$ cat config.mk
export PLATFORM = sky130hd
export DESIGN_NAME = telemetry_pkt
export DESIGN_NICKNAME = d
export VERILOG_FILES = /design/src/rtl/telemetry_pkt.sv
export SDC_FILE = /design/constraint.sdc
export NUM_CORES = 1
export LEC_CHECK = 0
export ABC_CLOCK_PERIOD_IN_PS = 2800
export CAP_MARGIN = 20
export CORE_ASPECT_RATIO = 0.7
export CORE_MARGIN = 2
export CORE_UTILIZATION = 51
export CTS_CLUSTER_SIZE = 14
export DETAILED_ROUTE_END_ITERATION = 8
export PLACE_DENSITY = 0.88
export SLEW_MARGIN = 20
export SYNTH_ARGS = -nofsm -noshare
export SYNTH_HDL_FRONTEND = slang
export SYNTH_SLANG_ARGS = --single-unit
$ cat constraint.sdc
create_clock -name clk -period 2.8 [get_ports clk]
set_input_delay 0.42 -clock clk [delete_from_list [all_inputs] [get_ports clk]]
set_output_delay 0.42 -clock clk [all_outputs]
set_load 0.03 [all_outputs]
$ cat src/rtl/telemetry_pkt.sv
// telemetry_pkt: periodic telemetry packetizer.
// Snapshots NUM_CH channels of DATA_W bits and sends them as a byte packet
// (HDR0, HDR1, channels MSB-byte first, optional inverted-sum checksum)
// through a trmt/tx_done byte UART handshake.
module telemetry_pkt #(
  parameter int         NUM_CH   = 3,
  parameter int         DATA_W   = 12,
  parameter int         PERIOD   = 1048576,
  parameter logic [7:0] HDR0     = 8'hAA,
  parameter logic [7:0] HDR1     = 8'h55,
  parameter int         CKSUM_EN = 1
) (
  input  logic                     clk,
  input  logic                     rst_n,
  input  logic                     en,
  input  logic [NUM_CH*DATA_W-1:0] ch_data,
  input  logic                     tx_done,
  output logic [7:0]               tx_data,
  output logic                     trmt,
  output logic                     busy,
  output logic                     pkt_done
);

  // Bytes per channel, payload bytes, and total packet length.
  localparam int B  = (DATA_W + 7) / 8;
  localparam int NP = NUM_CH * B;
  localparam int L  = 2 + NP + ((CKSUM_EN != 0) ? 1 : 0);
  localparam int IW = $clog2(L);
  localparam int TW = $clog2(PERIOD);

  localparam logic [IW-1:0] LAST  = IW'(L - 1);
  localparam logic [TW-1:0] T_MAX = TW'(PERIOD - 1);

  localparam logic [1:0] S_IDLE = 2'd0;
  localparam logic [1:0] S_SEND = 2'd1;
  localparam logic [1:0] S_LOAD = 2'd2;

  logic [1:0]      state;
  logic [IW-1:0]   byte_idx;
  logic [7:0]      cksum;
  logic [TW-1:0]   timer;
  logic [NP*8-1:0] shadow;
  logic [NP*8-1:0] pad_bytes;
  logic [7:0]      pay_byte;
  logic [7:0]      next_byte;
  logic            is_payload;
  logic            start;

  assign start      = (state == S_IDLE) && en && (timer == T_MAX);
  assign is_payload = (byte_idx >= IW'(2)) && (byte_idx <= IW'(NP + 1));

  // Re-pack ch_data so payload byte j (in transmit order) sits at bits [j*8 +: 8],
  // each channel zero-padded at the top to a whole number of bytes.
  always_comb begin
    logic [B*8-1:0] chan;
    pad_bytes = '0;
    chan      = '0;
    for (int unsigned k = 0; k < NUM_CH; k++) begin
      chan             = '0;
      chan[DATA_W-1:0] = ch_data[k*DATA_W +: DATA_W];
      for (int unsigned b = 0; b < B; b++) begin
        pad_bytes[(k*B + b)*8 +: 8] = chan[(B-1-b)*8 +: 8];
      end
    end
  end

  // Select the shadowed payload byte addressed by byte_idx.
  always_comb begin
    pay_byte = '0;
    for (int unsigned j = 0; j < NP; j++) begin
      if (byte_idx == IW'(j + 2)) pay_byte = shadow[j*8 +: 8];
    end
  end

  // Byte to issue for the current byte_idx: headers, payload, then checksum.
  always_comb begin
    if (byte_idx == '0)            next_byte = HDR0;
    else if (byte_idx == IW'(1))   next_byte = HDR1;
    else if (is_payload)           next_byte = pay_byte;
    else                           next_byte = ~cksum;
  end

  // Period timer: cleared on packet start, counts up and saturates at PERIOD-1.
  always_ff @(posedge clk or negedge rst_n) begin
    if (!rst_n)                timer <= T_MAX;
    else if (start)            timer <= '0;
    else if (timer != T_MAX)   timer <= timer + TW'(1);
  end

  // Channel snapshot taken on packet start; the packet is built from it only.
  always_ff @(posedge clk or negedge rst_n) begin
    if (!rst_n)      shadow <= '0;
    else if (start)  shadow <= pad_bytes;
  end

  // Packet sequencer. S_LOAD gives the one-cycle gap between tx_done and the
  // next trmt; the checksum accumulates as each payload byte is issued.
  always_ff @(posedge clk or negedge rst_n) begin
    if (!rst_n) begin
      state    <= S_IDLE;
      byte_idx <= '0;
      cksum    <= '0;
      tx_data  <= '0;
      trmt     <= 1'b0;
      busy     <= 1'b0;
      pkt_done <= 1'b0;
    end else begin
      pkt_done <= 1'b0;
      case (state)
        S_IDLE: begin
          if (start) begin
            tx_data  <= HDR0;
            trmt     <= 1'b1;
            byte_idx <= '0;
            cksum    <= '0;
            busy     <= 1'b1;
            state    <= S_SEND;
          end
        end
        S_SEND: begin
          if (trmt) begin
            trmt <= 1'b0;
          end else if (tx_done) begin
            if (byte_idx == LAST) begin
              pkt_done <= 1'b1;
              busy     <= 1'b0;
              state    <= S_IDLE;
            end else begin
              byte_idx <= byte_idx + IW'(1);
              state    <= S_LOAD;
            end
          end
        end
        S_LOAD: begin
          tx_data <= next_byte;
          trmt    <= 1'b1;
          if (is_payload) cksum <= cksum + next_byte;
          state   <= S_SEND;
        end
        default: state <= S_IDLE;
      endcase
    end
  end

endmodule

; Word-level counts from Yosys, hierarchy flattened
; Cells that the tools add are included.
[totals]
word_cells = 84
register_bits = 81
out_inout_bits = 11
[classes]
add_sub_neg = 3
bitwise_logic = 1
eq_ne = 18
order_cmp = 2
reduce_logical = 15
n_mux = 36
[op_table]
columns = cell, n
row1 = 2-to-1 mux 8 bit, 11
row2 = 2-to-1 mux 20 bit, 2
row3 = one-hot mux 8 bit (2 select lines), 2
row4 = "adder 20 x 1 -> 20 bit, second input constant", 1
row5 = "equality test 20 bit, second input constant", 1
row6 = 2-to-1 mux 4 bit, 5
row7 = "inequality test 20 bit, second input constant", 1
row8 = "equality test 4 x 3 -> 1 bit, second input constant", 4
row9 = "inequality test 2 bit, second input constant", 6
row10 = AND reduction 5 bit, 2
row11 = adder 8 bit, 1
row12 = "equality test 4 x 2 -> 1 bit, second input constant", 2
row13 = 2-to-1 mux 1 bit, 8
row14 = 2-to-1 mux 2 bit, 4
row15 = inverter 8 bit, 1
row16 = one-hot mux 4 bit (2 select lines), 1
row17 = one-hot mux 2 bit (3 select lines), 1
row18 = AND reduction 3 bit, 2
row19 = nonzero test 2 bit, 3
row20 = "adder 4 x 1 -> 4 bit, second input constant", 1
row21 = "equality test 4 x 1 -> 1 bit, second input constant", 1
row22 = "equality test 4 bit, second input constant", 1
row23 = "greater-or-equal comparator 4 x 2 -> 1 bit, second input constant", 1
row24 = "less-or-equal comparator 4 x 3 -> 1 bit, second input constant", 1
row25 = 9 further kinds, 12

; Longest topological paths before layout
; Gate-level depths: netlist of the first run.
[depth]
depth_word = 13
depth_mapped = 18

; Worst setup path after synthesis of the first run
; No wires, ideal clock.
[synth_timing]
kind = register -> register
start = register byte_idx[1]
end = register cksum[7]
arrival_ps = 2961
path_slack_ps = -280
synth_period_minus_slack_ps = 3080
n_path_buf = 1
required_ps = 2680
setup_time_ps = 120
stages_incl_launch_ff = 15
cell_sequence = dfrtp_1 > inv_1 > ha_1 > buf_2 > o41ai_1 > a21oi_1 > o21ai_0 > ha_1 > a21o_1 > nand4_1 > nand3_1 > a31oi_1 > xor2_1 > mux2i_1 > a31o_1
[synth_between]
elab_chain_len = 13
elab_cells_between_ends = 25
cone_classes = add/sub: 1 / order compare: 2 / eq/ne: 8 / mux: 11 / reduce/logical: 3
[synth_rtl]
columns = element, line
row1 = start: declaration, 39  ; logic [IW-1:0] byte_idx;
row2 = start signal: assignment, 129  ; byte_idx <= byte_idx + IW'(1);
row3 = equality test 4 x 2 -> 1 bit, 71  ; if (byte_idx == IW'(j + 2)) pay_byte = shadow[j*8 +: 8];
row4 = 2-to-1 mux 4 bit, 71
row5 = 2-to-1 mux 8 bit (5 in a row), 71
row6 = 2-to-1 mux 8 bit, 79  ; else if (is_payload) next_byte = pay_byte;
row7 = 2-to-1 mux 8 bit, 78  ; else if (byte_idx == IW'(1)) next_byte = HDR1;
row8 = 2-to-1 mux 8 bit, 77  ; if (byte_idx == '0) next_byte = HDR0;
row9 = adder 8 bit, 137  ; if (is_payload) cksum <= cksum + next_byte;
row10 = 2-to-1 mux 8 bit, 137
row11 = one-hot mux 8 bit (2 select lines), 109  ; case (state)
row12 = end signal: assignment, 137
row13 = end: declaration, 40  ; logic [7:0] cksum;
; Parallel ways exist; a longest one is shown, timed or not. The select of a mux whose other input is x is not followed.
; A chain may end at the register's enable or synchronous reset.

; Final worst setup path of the first run
; Ends and elaborated chain as after synthesis.

==> results of run 1 <==
==> area by class of cell <==
| cell class | instances | area [um^2] |
|---|---|---|
| fill | 541 | 2330 |
| sequential | 81 | 2050 |
| clock inverter | 5 | 80.1 |
| multi-input combinational | 361 | 2190 |
| timing repair buffer | 98 | 903 |
| inverter | 12 | 47.5 |
| clock buffer | 11 | 233 |
| tap | 101 | 126 |
==> metrics by stage <==
stage          utilization  hold WS, ps  instances  setup slack [ps]  cell area [um^2]
6_report             0.707          118        669              -432              5640
5_1_grt              0.707          187        669              -612              5640
3_3_place_gp         0.642          454        643              -249              5110
4_1_cts              0.701          298        666              -211              5590
3_5_place_dp         0.642          461        643              -362              5110
2_1_floorplan            -          124        477             -26.2              4330
==> metal layers <==
layer,track usage,vias to the layer above,part of all wire
met3,0.0460,23,0.074
met5,0,-,0
met1,0.365,1909,0.44
met4,0.107,0,0.019
met2,0.407,173,0.46
li1,-,1822,-
==> sequential cells by signal, summed over array words and instances, names as in the netlist <==
| signal | cells |
|---|---|
| state | 2 |
| tx_data | 8 |
| shadow | 36 |
| trmt | 1 |
| pkt_done | 1 |
| timer | 20 |
| busy | 1 |
| cksum | 8 |
| byte_idx | 4 |
==> report_power, final <==
group / switching [W] / internal (W)
clock: 0.000467 / 0.000780
sequential: 0 / 0.00117
combinational: 0.0000322 / 0.0000488
total: 0.000499 / 0.00200
==> worst max path at each step <==
| stage | to | slack [ps] | cells past startpoint |
|---|---|---|---|
| after floorplan | cksum[7] | -30 | 14 |
| after global placement | cksum[7] | -250 | 15 |
| after detailed placement | cksum[7] | -360 | 13 |
| after CTS | cksum[7] | -210 | 15 |
| after global routing | cksum[7] | -610 | 15 |
| final | cksum[7] | -430 | 15 |
==> kinds of logic after synthesis <==
group                    count (synthesis)  share of synthesized area
multiplexers                             5                     0.0123
AND/OR/NAND/NOR                        237                      0.259
AO/OA/AOI/OAI                           96                      0.145
XOR/XNOR                                10                     0.0206
buffers and inverters                   35                     0.0420
flip-flops                              81                      0.482
adder cells (fa/ha/maj)                 13                     0.0400
==> cell usage in the layout (no fill, tap or decap), types with 3 or more instances in the layout <==
| cell type | n |
|---|---|
| sky130_fd_sc_hd__a211oi_1 | 4 |
| sky130_fd_sc_hd__a21o_1 | 5 |
| sky130_fd_sc_hd__dfrtp_1 | 59 |
| sky130_fd_sc_hd__clkdlybuf4s50_1 | 49 |
| sky130_fd_sc_hd__buf_12 | 3 |
| sky130_fd_sc_hd__clkbuf_16 | 9 |
| sky130_fd_sc_hd__dfstp_2 | 20 |
| sky130_fd_sc_hd__a32oi_1 | 5 |
| sky130_fd_sc_hd__inv_1 | 10 |
| sky130_fd_sc_hd__nand2_1 | 140 |
| sky130_fd_sc_hd__ha_1 | 6 |
| sky130_fd_sc_hd__o21ai_0 | 23 |
| sky130_fd_sc_hd__a21oi_2 | 4 |
| sky130_fd_sc_hd__xnor2_1 | 5 |
| sky130_fd_sc_hd__o211ai_1 | 5 |
| sky130_fd_sc_hd__nand3_1 | 25 |
| sky130_fd_sc_hd__nor2b_1 | 10 |
| sky130_fd_sc_hd__nor2_1 | 17 |
| sky130_fd_sc_hd__a21oi_1 | 14 |
| sky130_fd_sc_hd__o21a_1 | 3 |
| sky130_fd_sc_hd__and3_1 | 9 |
| sky130_fd_sc_hd__mux2i_1 | 3 |
| sky130_fd_sc_hd__a22oi_1 | 3 |
| sky130_fd_sc_hd__xor2_1 | 4 |
| sky130_fd_sc_hd__nor3_1 | 9 |
| sky130_fd_sc_hd__nor3_2 | 3 |
| sky130_fd_sc_hd__o21ai_1 | 5 |
| sky130_fd_sc_hd__o31ai_1 | 5 |
| sky130_fd_sc_hd__ha_4 | 5 |
| sky130_fd_sc_hd__buf_4 | 44 |
| sky130_fd_sc_hd__nand4_1 | 4 |
| sky130_fd_sc_hd__a31oi_1 | 4 |
==> what timing repair did <==
item                                    CTS  global route
buffers inserted                          7             3
endpoints found under the setup margin    5             6
resized for setup                        24             8
pin swaps                                17             8
==> results.yml, run 1 <==
status:
  run_status: "finished with violations"
  violated_checks: "DRC, setup timing"
logic_synthesis:
  avgSynthCellArea_um2: 8.93
  synth_ff_type: "sky130_fd_sc_hd__dfrtp_1"
  synth_edf_count: 0
  syn-cell-area_um2: 4260
  synth.yosys.warnings: 0
  synth_area_leader_cell: "sky130_fd_sc_hd__dfrtp_1"
  ys_top_cells_by_count: "sky130_fd_sc_hd__nand2_1 (140), sky130_fd_sc_hd__dfrtp_1 (61), sky130_fd_sc_hd__o21ai_0 (30)"
  postSynthNetCount: 530
  synth_sequential_area_ratio: 0.482
  post_synth_num_cell_types: 53
  synthesis.instances: 477
  synthArstFlopShare: 1.00
  synthMostInstantiatedCell: "sky130_fd_sc_hd__nand2_1"
  synth.top_cell.area_share: 0.358
  ys_ff_latch: 81
  synth.area.top_cells: "sky130_fd_sc_hd__dfrtp_1 (36%), sky130_fd_sc_hd__dfstp_2 (12%), sky130_fd_sc_hd__nand2_1 (12%), sky130_fd_sc_hd__ha_1 (3.5%), sky130_fd_sc_hd__o21ai_0 (3.5%)"
sta:
  timing_max_transition_violations_final: 0
  final.min_clock_period_ps: 3230
  finalSetupViolations: 4
  slew_headroom: 0.510
  timing_worst_slew_pin_value_ps: 732
  hold_violations: 0
  fin_setup_tns_ps: -1080
  grt_setup_unrepaired: "yes"
  fin_crit_sh: 1.15
  fmaxAchievable_mhz: 309
  clock_skew_ps: 7.04
  postLayoutSetupSlackWorst_ps: -432
power:
  total_leakage_power_nw: 2.64
  p_per_area_nw_per_um2: 443
  ir_worst_vdd_mv: 0.259
  power_w: 0.00250
critical_path:
  setup.reg_to_reg.worst_slack_ps: -430
  criticalPathCategory: "reg2reg"
  worst_ep_arrival_time_ps: 3460
  worst_setup_path_startpoint: "byte_idx[1]"
  timing.critical_path.buf_inv: 3
  timing.critical_path.mode_cell: "sky130_fd_sc_hd__ha_4"
  cell_with_the_biggest_individual_delay_on_the_critical_path: "sky130_fd_sc_hd__o41ai_1"
  worst_setup_path_end_kind: "flip-flop"
  worst_path_dominant_cell_family: "compound AO/OA/AOI/OAI gates"
  worstPathRequired_ps: 3030
  r2r_start: "byte_idx[1]"
  cp_launch_type: "flip-flop"
  crit_path_cell_trace: "inv_2, ha_4, buf_4, o41ai_1, o21ai_2, a21oi_2, nor3_2, inv_1, ha_4, nand4_1, nand3_2, a31oi_1, xor2_1, mux2i_1, a31o_1"
  crit_path_max_incr_delay_ps: 530
  end_of_the_worst_register_to_register_path: "cksum[7]"
  ff2ff_path_depth: 15
  path_max_fanout: 9
job:
  number_of_max_cap_violations: 0
floorplanning:
  fp.dieH_um: 80.5
  die_w_um: 113
  initial_core_util: 0.534
  core_um2: 7970
  rows: 27
  die_area_um2: 9110
  num_io_pins: 51
global_routing:
  grt_remaining_overflow: 0
  antenna_found_initial: 0
  grt_start_max_net_pins: 82
  first_global_vias: 3793
  grt_util_all_layers: 0.261
  grt_pass1_wl_um: 18600
clock_tree:
  htree_levels: 3
  max-clock-path-buffers: 2
  cts_hold_repair.buffers: 0
  cts.reportedPaths.clkPinSlew_ps: 60
  cts_num_sinks: 81
  cts-buffers-inserted: 9
  clock_insertion_delay_worst_skew_ps: 340
  clock_tree.root_cell: "sky130_fd_sc_hd__clkbuf_16"
  cts_tree: "yes"
drt:
  post_drt_via_cell_ratio: 5.87
  drc: 2
  vias: 3927
  routedWlPerCell_um: 17.2
  drt-initial-drc-count: 452
  drtPass1Iterations: 7
  route.final.wire_length_um: 11500
  antenna_left: 0
layout:
  design.final.nets: 616
  diodes_inserted: 0
  flow.area_growth_from_synthesis_pct: 32.4
  final_layout_size_suffix_gt1_frac: 0.220
placed_design:
  io_buffers: 50
  weighted_congestion_reported_at_the_end_of_routability_driven_placement: 0.899
  place_hpwl_um: 7390
hold_path:
  hold_path.class: "in2async"
Power figures use the tool's default switching activity.
==> inputs of run 2 (changes only) <==
--- a/config.mk
+++ b/config.mk
@@ -8,7 +8,6 @@
 export ABC_CLOCK_PERIOD_IN_PS = 2800
 export CAP_MARGIN = 20
 export CORE_ASPECT_RATIO = 0.7
-export CORE_MARGIN = 2
 export CORE_UTILIZATION = 51
 export CTS_CLUSTER_SIZE = 14
 export DETAILED_ROUTE_END_ITERATION = 8
==> run 2 against run 1 <==
Effect of this change:
- the flow still finishes with violations (DRC, setup timing)
- clock-buffer cell count stayed put
- setup slack better by 48 ps
- via count is 5.1% higher
- die area is 4.2% lower
- register-to-register slack better by 50 ps
- combinational power is 4.6% higher
- flip-flop and latch count stayed put
- first-iteration DRC count is 4.0% higher
- non-clock buffer count is 6 higher
- sequential share of layout area is 1.1 points lower
- largest power group unchanged
- highest routed layer unchanged
==> results.yml, run 2 (synthesized netlist as in run 1, its figures left out) <==
status:
  run_status: "finished with violations"
  violated_checks: "DRC, setup timing"
power:
  power_w: 0.00262
  total_leakage_power_nw: 2.73
  ir_worst_vdd_mv: 0.273
  p_per_area_nw_per_um2: 451
sta:
  fin_crit_sh: 1.14
  hold-worst-slack_ps: 75.8
  fmaxAchievable_mhz: 314
  grt_setup_unrepaired: "yes"
  timing_max_transition_violations_final: 0
  final.min_clock_period_ps: 3180
  clock_skew_ps: 8.24
  postLayoutSetupSlackWorst_ps: -384
  slew_headroom: 0.623
  fin_setup_tns_ps: -1270
  timing_worst_slew_pin_value_ps: 564
  finalSetupViolations: 5
  hold_violations: 0
critical_path:
  cp_launch_type: "flip-flop"
  timing.critical_path.buf_inv: 1
  worst_ep_arrival_time_ps: 3410
  cell_with_the_biggest_individual_delay_on_the_critical_path: "sky130_fd_sc_hd__dfrtp_2"
  path_max_fanout: 6
  worst_path_dominant_cell_family: "compound AO/OA/AOI/OAI gates"
  timing.critical_path.mode_cell: "sky130_fd_sc_hd__a211oi_2"
  crit_path_cell_trace: "inv_4, ha_4, or2_4, a21o_1, nor2_1, a211oi_2, a211oi_2, ha_1, a21oi_2, nand3_2, a31oi_4, xor2_1, mux2i_1, a31o_1"
  crit_path_max_incr_delay_ps: 470
  worst_setup_path_end_kind: "flip-flop"
  worstPathRequired_ps: 3030
  criticalPathCategory: "reg2reg"
drt:
  drtPass1Iterations: 7
  drt-initial-drc-count: 470
  wl_met1_um: 5330
  met3RoutedLength_um: 1100
  highest_layer: "met4"
  post_drt_via_cell_ratio: 6.11
  antenna_left: 0
  met2WireLength_um: 6120
  drc: 6
  routedWlPerCell_um: 19.4
  route.final.wire_length_um: 13100
  vias: 4126
global_routing:
  first_global_vias: 3922
  antenna_found_initial: 0
  grt_util_all_layers: 0.285
  grt_remaining_overflow: 0
  grt_start_max_net_pins: 82
  grt_pass1_wl_um: 19400
floorplanning:
  num_io_pins: 51
  fp.dieH_um: 78.5
  initial_core_util: 0.534
  die_w_um: 111
  core_um2: 7970
  rows: 27
  die_area_um2: 8730
layout:
  flip_flop_count_of_the_largest_register_after_layout: 36
  registers.top_by_ff_count: "shadow"
  finalNonFillerCells: 675
  design.final.nets: 622
  layout.cell_area.non_filler_um2: 5820
  layout_common_cells: "sky130_fd_sc_hd__nand2_1 (139), sky130_fd_sc_hd__dfrtp_1 (59), sky130_fd_sc_hd__buf_4 (52), sky130_fd_sc_hd__clkdlybuf4s50_1 (49), sky130_fd_sc_hd__nand3_1 (25)"
  diodes_inserted: 0
  largestRegisters: "shadow (36), timer (20)"
  final_layout_size_suffix_gt1_frac: 0.258
  most_common_library_cell_in_the_layout_ignoring_fill_and_taps: "sky130_fd_sc_hd__nand2_1"
  layout.filler_cells: 501
  flow.area_growth_from_synthesis_pct: 36.7
placed_design:
  weighted_congestion_reported_at_the_end_of_routability_driven_placement: 0.930
  dpl.cell_count: 645
  placedInstanceArea_um2: 5130
  io_buffers: 50
  place_hpwl_um: 7730
clock_tree:
  max-clock-path-buffers: 2
  htree_levels: 3
  clock_insertion_delay_worst_skew_ps: 340
  clock_tree.root_cell: "sky130_fd_sc_hd__clkbuf_16"
  cts_tree: "yes"
  cts_num_sinks: 81
  cts-buffers-inserted: 9
  cts.reportedPaths.clkPinSlew_ps: 60
  cts_hold_repair.buffers: 0
job:
  number_of_max_cap_violations: 0
hold_path:
  hold_path.class: "in2async"
==> run 2: cell types whose count changed in the layout (fill, tap and decap cells not counted), moves of 3 or more <==
| cell | change |
|---|---|
| sky130_fd_sc_hd__o21ai_2 | +3 |
| sky130_fd_sc_hd__a211oi_2 | +3 |
| sky130_fd_sc_hd__a211oi_1 | -3 |
| sky130_fd_sc_hd__buf_4 | +8 |
| sky130_fd_sc_hd__o21ai_1 | -3 |
==> run 2: layout make-up <==
class | instances | area, um^2 | area share
Clock inverter | 5 | 103 | 0.0176
Clock buffer | 11 | 243 | 0.0417
Inverter | 12 | 50.0 | 0.00860
Tap cell | 101 | 126 | 0.0217
Timing Repair Buffer | 104 | 941 | 0.162
Sequential cell | 81 | 2050 | 0.353
Multi-Input combinational cell | 361 | 2300 | 0.396
==> run 2: report_power, final <==
group | internal [W] | switching (W)
clock network | 0.000894 | 0.000472
registers | 0.00117 | 0
logic | 0.0000513 | 0.0000333
total | 0.00212 | 0.000506
==> run 2: through the flow <==
step | worst slack (ps) | utilization
after global placement | -244 | 0.643
after global routing | -486 | 0.730
after detailed placement | -415 | 0.643
final | -384 | 0.730
after CTS | -188 | 0.708
after floorplan | -26.2 | -
==> run 2: worst paths after layout <==
path | from | to | slack, ps | depth (start not counted)
worst max-delay path | byte_idx[0] | cksum[7] | -380 | 14
worst min-delay path | rst_n | state[0] | 80 | 2
worst max register to register | byte_idx[0] | cksum[7] | -380 | 14
worst min register to register | shadow[11] | shadow[11] | 480 | 2
max in group asynchronous | rst_n | timer[0] | 2320 | 2
min in group clk | shadow[11] | shadow[11] | 480 | 2
==> run 2: worst register-to-register path, cell delays in order, from the launching register on <==
cell	delay, ps
sky130_fd_sc_hd__dfrtp_2	470
sky130_fd_sc_hd__inv_4	80
sky130_fd_sc_hd__ha_4	210
sky130_fd_sc_hd__or2_4	260
sky130_fd_sc_hd__a21o_1	240
sky130_fd_sc_hd__nor2_1	200
sky130_fd_sc_hd__a211oi_2	60
sky130_fd_sc_hd__a211oi_2	230
sky130_fd_sc_hd__ha_1	330
sky130_fd_sc_hd__a21oi_2	170
sky130_fd_sc_hd__nand3_2	140
sky130_fd_sc_hd__a31oi_4	200
sky130_fd_sc_hd__xor2_1	190
sky130_fd_sc_hd__mux2i_1	90
sky130_fd_sc_hd__a31o_1	190
==> run 2: metal layers <==
metal  vias to the layer above  track usage
met5                         -            0
met4                         0        0.112
met3                        65       0.0680
met2                       265        0.471
met1                      1969        0.366
li1                       1827            -
==> run 2: what timing repair did <==
item                                    CTS  global route
gates resized for setup                  26            26
setup buffers                             8             6
pin swaps                                28            23
endpoints found under the setup margin    3             6
